[src/rtl/mult_pkg.sv]
// ============================================================================
// mult_pkg
// Shared types and constants for the sequential shift-add multiplier.
// Revision: 1.0 - initial release
// ============================================================================
`default_nettype none

package mult_pkg;

  typedef enum logic [1:0] {
    IDLE = 2'd0,
    CALC = 2'd1,
    DONE = 2'd2
  } state_t;

  // ALU opcodes as {x,y}
  localparam logic [1:0] OP_ADD = 2'b00;
  localparam logic [1:0] OP_AND = 2'b01;
  localparam logic [1:0] OP_OR  = 2'b10;
  localparam logic [1:0] OP_NOT = 2'b11;

  localparam logic [3:0] ITER_LAST = 4'd7;

endpackage

`default_nettype wire

[src/rtl/ula_8b.sv]
// ============================================================================
// ula_8b
// 8-bit combinational ALU: ADD / AND / OR / NOT selected by {x,y}.
// Revision: 1.0 - initial release
// ============================================================================
`default_nettype none

module ula_8b
  import mult_pkg::*;
(
  input  logic [7:0] a,
  input  logic [7:0] b,
  input  logic       x,
  input  logic       y,
  output logic [7:0] s,
  output logic       c,
  output logic       ov,
  output logic       n
);

  always_comb begin
    s  = 8'h00;
    c  = 1'b0;
    ov = 1'b0;
    case ({x, y})
      OP_ADD: begin
        {c, s} = {1'b0, a} + {1'b0, b};
        ov     = (a[7] == b[7]) && (s[7] != a[7]);
      end
      OP_AND:  s = a & b;
      OP_OR:   s = a | b;
      default: s = ~a;
    endcase
    n = s[7];
  end

endmodule

`default_nettype wire

[src/rtl/mult_8b_seq.sv]
// ============================================================================
// mult_8b_seq
// Sequential 8x8 unsigned shift-add multiplier built around ula_8b.
// Revision: 1.0 - initial release
// ============================================================================
`default_nettype none

module mult_8b_seq
  import mult_pkg::*;
(
  input  logic        clk,
  input  logic        rst_n,
  input  logic        start,
  input  logic [7:0]  a,
  input  logic [7:0]  b,
  output logic        busy,
  output logic        done,
  output logic [15:0] p,
  output logic        z
);

  state_t      r_state;
  logic [7:0]  r_m;
  logic [7:0]  r_a;
  logic [7:0]  r_q;
  logic        r_c;
  logic [3:0]  r_cnt;

  logic [7:0]  w_alu_b;
  logic [7:0]  w_s;
  logic        w_c;
  logic [1:0]  w_alu_unused;
  logic [16:0] w_shift;

  localparam logic [1:0] c_op = OP_ADD;

  assign w_alu_b = r_q[0] ? r_m : 8'h00;

  ula_8b u_ula (
    .a  (r_a),
    .b  (w_alu_b),
    .x  (c_op[1]),
    .y  (c_op[0]),
    .s  (w_s),
    .c  (w_c),
    .ov (w_alu_unused[1]),
    .n  (w_alu_unused[0])
  );

  // The carry-out lands in A[7]; the shifted-out Q[0] is discarded.
  assign w_shift = {w_c, w_s, r_q} >> 1;

  always_ff @(posedge clk or negedge rst_n) begin
    if (!rst_n) begin
      r_state <= IDLE;
      r_m     <= 8'h00;
      r_a     <= 8'h00;
      r_q     <= 8'h00;
      r_c     <= 1'b0;
      r_cnt   <= 4'd0;
      busy    <= 1'b0;
      done    <= 1'b0;
      p       <= 16'h0000;
      z       <= 1'b1;
    end else begin
      case (r_state)
        IDLE: begin
          done <= 1'b0;
          if (start) begin
            r_m     <= a;
            r_q     <= b;
            r_a     <= 8'h00;
            r_c     <= 1'b0;
            r_cnt   <= 4'd0;
            busy    <= 1'b1;
            r_state <= CALC;
          end
        end
        CALC: begin
          {r_c, r_a, r_q} <= w_shift;
          r_cnt           <= r_cnt + 4'd1;
          if (r_cnt == ITER_LAST) begin
            p       <= w_shift[15:0];
            z       <= (w_shift[15:0] == 16'h0000);
            busy    <= 1'b0;
            done    <= 1'b1;
            r_state <= DONE;
          end
        end
        DONE: begin
          done    <= 1'b0;
          busy    <= 1'b0;
          r_state <= IDLE;
        end
        default: begin
          done    <= 1'b0;
          busy    <= 1'b0;
          r_state <= IDLE;
        end
      endcase
    end
  end

endmodule

`default_nettype wire

[config.mk]
export PLATFORM = sky130hd
export DESIGN_NAME = mult_8b_seq
export DESIGN_NICKNAME = d
export VERILOG_FILES = /design/src/rtl/mult_pkg.sv /design/src/rtl/ula_8b.sv /design/src/rtl/mult_8b_seq.sv
export SDC_FILE = /design/constraint.sdc
export NUM_CORES = 1
export LEC_CHECK = 0
export BUFFER_PORTS_ARGS = -buffer_cell sky130_fd_sc_hd__buf_2
export CORE_ASPECT_RATIO = 0.8
export CORE_MARGIN = 3
export CORE_UTILIZATION = 60
export DETAILED_ROUTE_END_ITERATION = 8
export MAX_ROUTING_LAYER = met4
export PLACE_DENSITY_LB_ADDON = 0.2
export SLEW_MARGIN = 30
export SYNTH_ARGS = -nofsm -noshare
export SYNTH_HDL_FRONTEND = slang
export SYNTH_SLANG_ARGS = --single-unit
[constraint.sdc]
create_clock -name clk -period 5.1 [get_ports clk]
set_input_delay 0.255 -clock clk [delete_from_list [all_inputs] [get_ports clk]]
set_output_delay 0.255 -clock clk [all_outputs]
set_load 0.005 [all_outputs]
; ---- Word-level counts from Yosys, hierarchy flattened
; Index checks and enable logic that the tools add are counted.
[word_totals]
input_bits = 19
ff_bits = 49
[classes]
addsub = 2
mux = 15
reduce_logical = 7
n_eq_ne = 4
[op_table]
columns = op, n
row1 = case mux 8 bit (2 select lines), 2
row2 = two-way mux 8 bit, 3
row3 = zero test 16 bit, 1
row4 = adder 8 x 8 -> 9 bit, 1
row5 = case mux 4 bit (2 select lines), 1
row6 = AND reduction 2 bit, 4
row7 = "adder 4 x 1 -> 4 bit, second input constant", 1
row8 = "equality test 4 x 3 -> 1 bit, second input constant", 1
row9 = two-way mux 1 bit, 4
row10 = two-way mux 2 bit, 2
row11 = two-way mux 4 bit, 1
row12 = "inequality test 2 bit, second input constant", 2
row13 = case mux 2 bit (2 select lines), 1
row14 = "equality test 2 x 1 -> 1 bit, second input constant", 1
row15 = zero test 2 bit, 1
row16 = case mux 1 bit (2 select lines), 1
row17 = nonzero test 2 bit, 1

; ---- Logic depth before layout (Yosys ltp)
[logic_depth]
word_depth = 3
depth_mapped = 9

; ---- Hierarchy
; From an unflattened synthesis, not the netlist that was laid out.
[unflattened]
hier_cells = 237
hier_area_um2 = 2771.4
[by_module_without_submodules]
columns = module, n_inst, seq_area_each_um2, area_each_um2, cells_per_inst
row1 = mult_8b_seq, 1, 1202.4, 2074.5, 156
row2 = ula_8b, 1, 0.0, 696.9, 81

; ---- Worst setup path after synthesis
; OpenSTA, ideal clock, no wires.
[synth_timing]
path_type = register -> register
startpoint = register r_q[0]
endpoint = register z
n_path_buf = 0
t_required_ps = 5018
slack_ps = 2955
arrival_ps = 2063
stages_incl_launch_ff = 10
synth_period_minus_slack_ps = 2145
setup_ps = 82
cell_sequence = dfrtp_1 -> and2_1 -> ha_1 -> fa_1 -> a21oi_2 -> o21bai_1 -> a211oi_1 -> a2bb2oi_1 -> nand4b_1 -> o21ai_1
[synth_via]
elab_chain_len = 3
[synth_lines]
columns = element, line_no
row1 = "start, declared", mult_8b_seq.sv:25  ; logic [7:0] r_q;
row2 = "start signal, assigned", mult_8b_seq.sv:80  ; {r_c, r_a, r_q} <= w_shift;
row3 = two-way mux 8 bit, mult_8b_seq.sv:37  ; assign w_alu_b = r_q[0] ? r_m : 8'h00;
row4 = adder 8 x 8 -> 9 bit, ula_8b.sv:27  ; {c, s} = {1'b0, a} + {1'b0, b};
row5 = zero test 16 bit, mult_8b_seq.sv:84  ; z <= (w_shift[15:0] == 16'h0000);
row6 = "end signal, assigned", mult_8b_seq.sv:84
row7 = "end, declared", mult_8b_seq.sv:19  ; output logic z
; Every way passes these cells.
; A chain may end at the register's enable or synchronous reset.

; ---- Worst setup path after layout
; Ends and elaborated chain as after synthesis.

==> flow_metrics.tcl <==
set metrics [dict create \
    status "completed" \
    vias 1861 \
    start_util_pct 66.0 \
    leakage_nw 1.37 \
    port_buffers 37 \
    reg2regPathDepth 9 \
    netlist_top_cells_area "dfrtp_1 49%, nand2_1 11%, ha_1 4.7%, a22o_1 2.9%, o21ai_0 2.9%" \
    finalCritPeriodShare_pct 45.5 \
    yosys.cell_types.count 45 \
    path_class "flip-flop to flip-flop" \
    holdPathEnd "r_m[3]$_DFFE_PN0P_" \
    clk_pin_slew_ns 0.09 \
    synth_area_per_cell_sq_um 9.73 \
    dpl.hpwl_microns 3690 \
    rrSetupSlack_ns 2.78 \
    synth_area_sq_um 2380 \
    mostFrequentLayoutCells "70 x nand2_1, 47 x dfrtp_1, 36 x buf_2" \
    drt-total-wl_microns 5040 \
    worst_hold_path.num_cells 3 \
    antenna_left 0 \
    gr-total-overflow 0 \
    pre_cts_ws_ns 2.78 \
    post_dp_cell_area_sq_um 2590 \
    cts_max_level 2 \
    grt_max_degree 49 \
    mostFrequentLayoutCell "nand2_1" \
    die_h_microns 62.4 \
    finalHoldViolCount 0 \
    diodes 0 \
    drt_iter0_drc 156 \
    vias_per_cell 5.59 \
    setup_ws_ns 2.78 \
    drive_gt1_share_pct 20.6 \
    drv_slew 0 \
    fmax_mhz 431 \
    antenna_found_initial 0 \
    worst_pin_slew_ns 0.966 \
    maxCapViolCount 0 \
    place_congestion 0.835 \
    drc 0 \
    syn_inst 245 \
    worstSkewPairLatency_ns 0.30 \
    holdCritStartpoint "a[3]" \
    synth.largest_area_cell "dfrtp_1" \
    start_kind "flip-flop" \
    r2r_end "z$_DFFE_PN1P_" \
    synthToLayoutAreaGrowth_pct 13.4 \
    relSlewSlack_pct 35.5 \
    synth-main-ff-cell "dfrtp_1" \
    timing.hold.ws_ns 0.135 \
    wl_per_cell_microns 15.1 \
    post-route-util_pct 74.8 \
    synth_nets 274 \
    synth_edf_count 0 \
    ir_drop_mv 0.399 \
    worst_ep_arrival_time_ns 2.55 \
    nFillCells 285 \
    rsz0062_at_grt "false" \
    hp-class "primary input to flip-flop" \
    finalCriticalPeriod_ns 2.32 \
    cts.repair.resized 0 \
    cp_max_fo 9 \
    tns_ns 0 \
    clock-root-buffer "clkbuf_8" \
    ys_ff_latch 48 \
    crit_path_end_kind "flip-flop" \
    ys_seq_area_share_pct 50.4 \
    powerDensity_nw_per_um2 569 \
    postCtsSetupBuffers 0 \
    cts_tree "done" \
    grt_pass1_wl_microns 8490 \
    nNetsFinal 309 \
    crit_required_ns 5.33 \
    async_flop_share_pct 100 \
    numCtsBuffers 5 \
    row_count 19 \
    die-area_sq_um 4770 \
    skew_ns 0.0121 \
    firstDrtPassIters 4 \
    reg2reg_from "r_q[0]$_DFFE_PN0P_" \
    cts_sinks 48 \
    ys_warn_count 0 \
    die_w_microns 76.5 \
    design_area_sq_um 2700 \
    io_pins 38 \
    crit_start "r_q[0]$_DFFE_PN0P_" \
    synth_top_area_share_pct 49.3 \
    grt_usage_pct 22.9 \
    grt_pass1_vias 1777 \
    setup_viol 0 \
    ctsLongestPathBuffers 2 \
    core_area_sq_um 3610 \
]
==> worst max-delay path, stage by stage (launching register included) <==
cell and delay, ns:
dfrtp_1 0.45, and2_1 0.16, ha_1 0.22, fa_1 0.42
a21oi_2 0.17, o21bai_1 0.10, a211oi_1 0.24, a2bb2oi_1 0.27
nand4b_1 0.15, o21ai_1 0.06
==> cells by family after synthesis <==
kind of cell               after synthesis  synth area share, %
and+or+nand+nor                        113                 22.8
AOI/OAI and AO/OA                       56                 15.7
DFF                                     48                 50.4
buffers and inverters                   12                 2.68
adders and majority gates               10                 5.56
xor gates and xnor gates                 4                 1.78
muxes                                    2                 1.05
==> through the flow <==
step | std cells | power (mW)
global placement | 324 | 1.25
detailed placement | 324 | 1.27
finish | 333 | 1.54
floorplan | 245 | 1.08
CTS | 333 | 1.54
global route | 333 | 1.66
==> what timing repair did <==
item / in CTS / in global routing
endpoints found under the setup margin: 0 / 0
hold endpoints to repair: 47 / 0
hold buffers: 1 / 0
==> worst max-delay path by stage <==
stage                     to  slack, ns
3_3_place_gp   z$_DFFE_PN1P_       2.84
4_1_cts        z$_DFFE_PN1P_       2.77
2_1_floorplan  z$_DFFE_PN1P_       2.95
5_1_grt        z$_DFFE_PN1P_       2.59
6_report       z$_DFFE_PN1P_       2.78
3_5_place_dp   z$_DFFE_PN1P_       2.78
==> synthesized netlist by cell type (2+ instances only) <==
cell type / count
a22oi_1: 7
a21oi_2: 2
ha_1: 9
nor2_1: 10
o21ai_0: 14
nand3_1: 2
dfrtp_1: 47
nor2b_1: 9
xor2_1: 2
a22o_1: 8
clkbuf_1: 4
buf_2: 5
and2_1: 8
o21ai_1: 6
a21oi_1: 9
nand2b_1: 3
nand2_1: 70
o21bai_1: 2
a2bb2oi_1: 2
==> cell type report <==
type / instances / area [sq um] / area share [%]
clock buffer: 6 / 72.6 / 2.68
clock inverter: 2 / 35.0 / 1.30
inverter: 2 / 12.5 / 0.463
multi-input combinational: 185 / 1120 / 41.4
sequential: 48 / 1200 / 44.5
tap: 52 / 65.1 / 2.41
timing repair buffer: 38 / 198 / 7.31
==> registers in the layout, indices dropped and copies added, names as in the netlist <==
name,count
r_q,8
r_a,8
done,1
p,16
r_m,8
r_cnt,4
r_state,2
z,1
==> report_power, final <==
group | switching, mW | leakage, nW | internal (mW)
Combinational | 0.334 | 0.704 | 0.260
Clock | 0.122 | 0.0552 | 0.146
Sequential | 0.136 | 0.609 | 0.541
Total | 0.592 | 1.37 | 0.947
==> metal layers <==
metal / GRT usage [%] / vias to the layer above / routed length (microns)
met4: 6.79 / 0 / 66
li1: - / 906 / -
met3: 4.32 / 8 / 248
met5: - / - / 0
met1: 32.2 / 894 / 2460
met2: 34.2 / 53 / 2260
(Power assumes the default switching activity.)
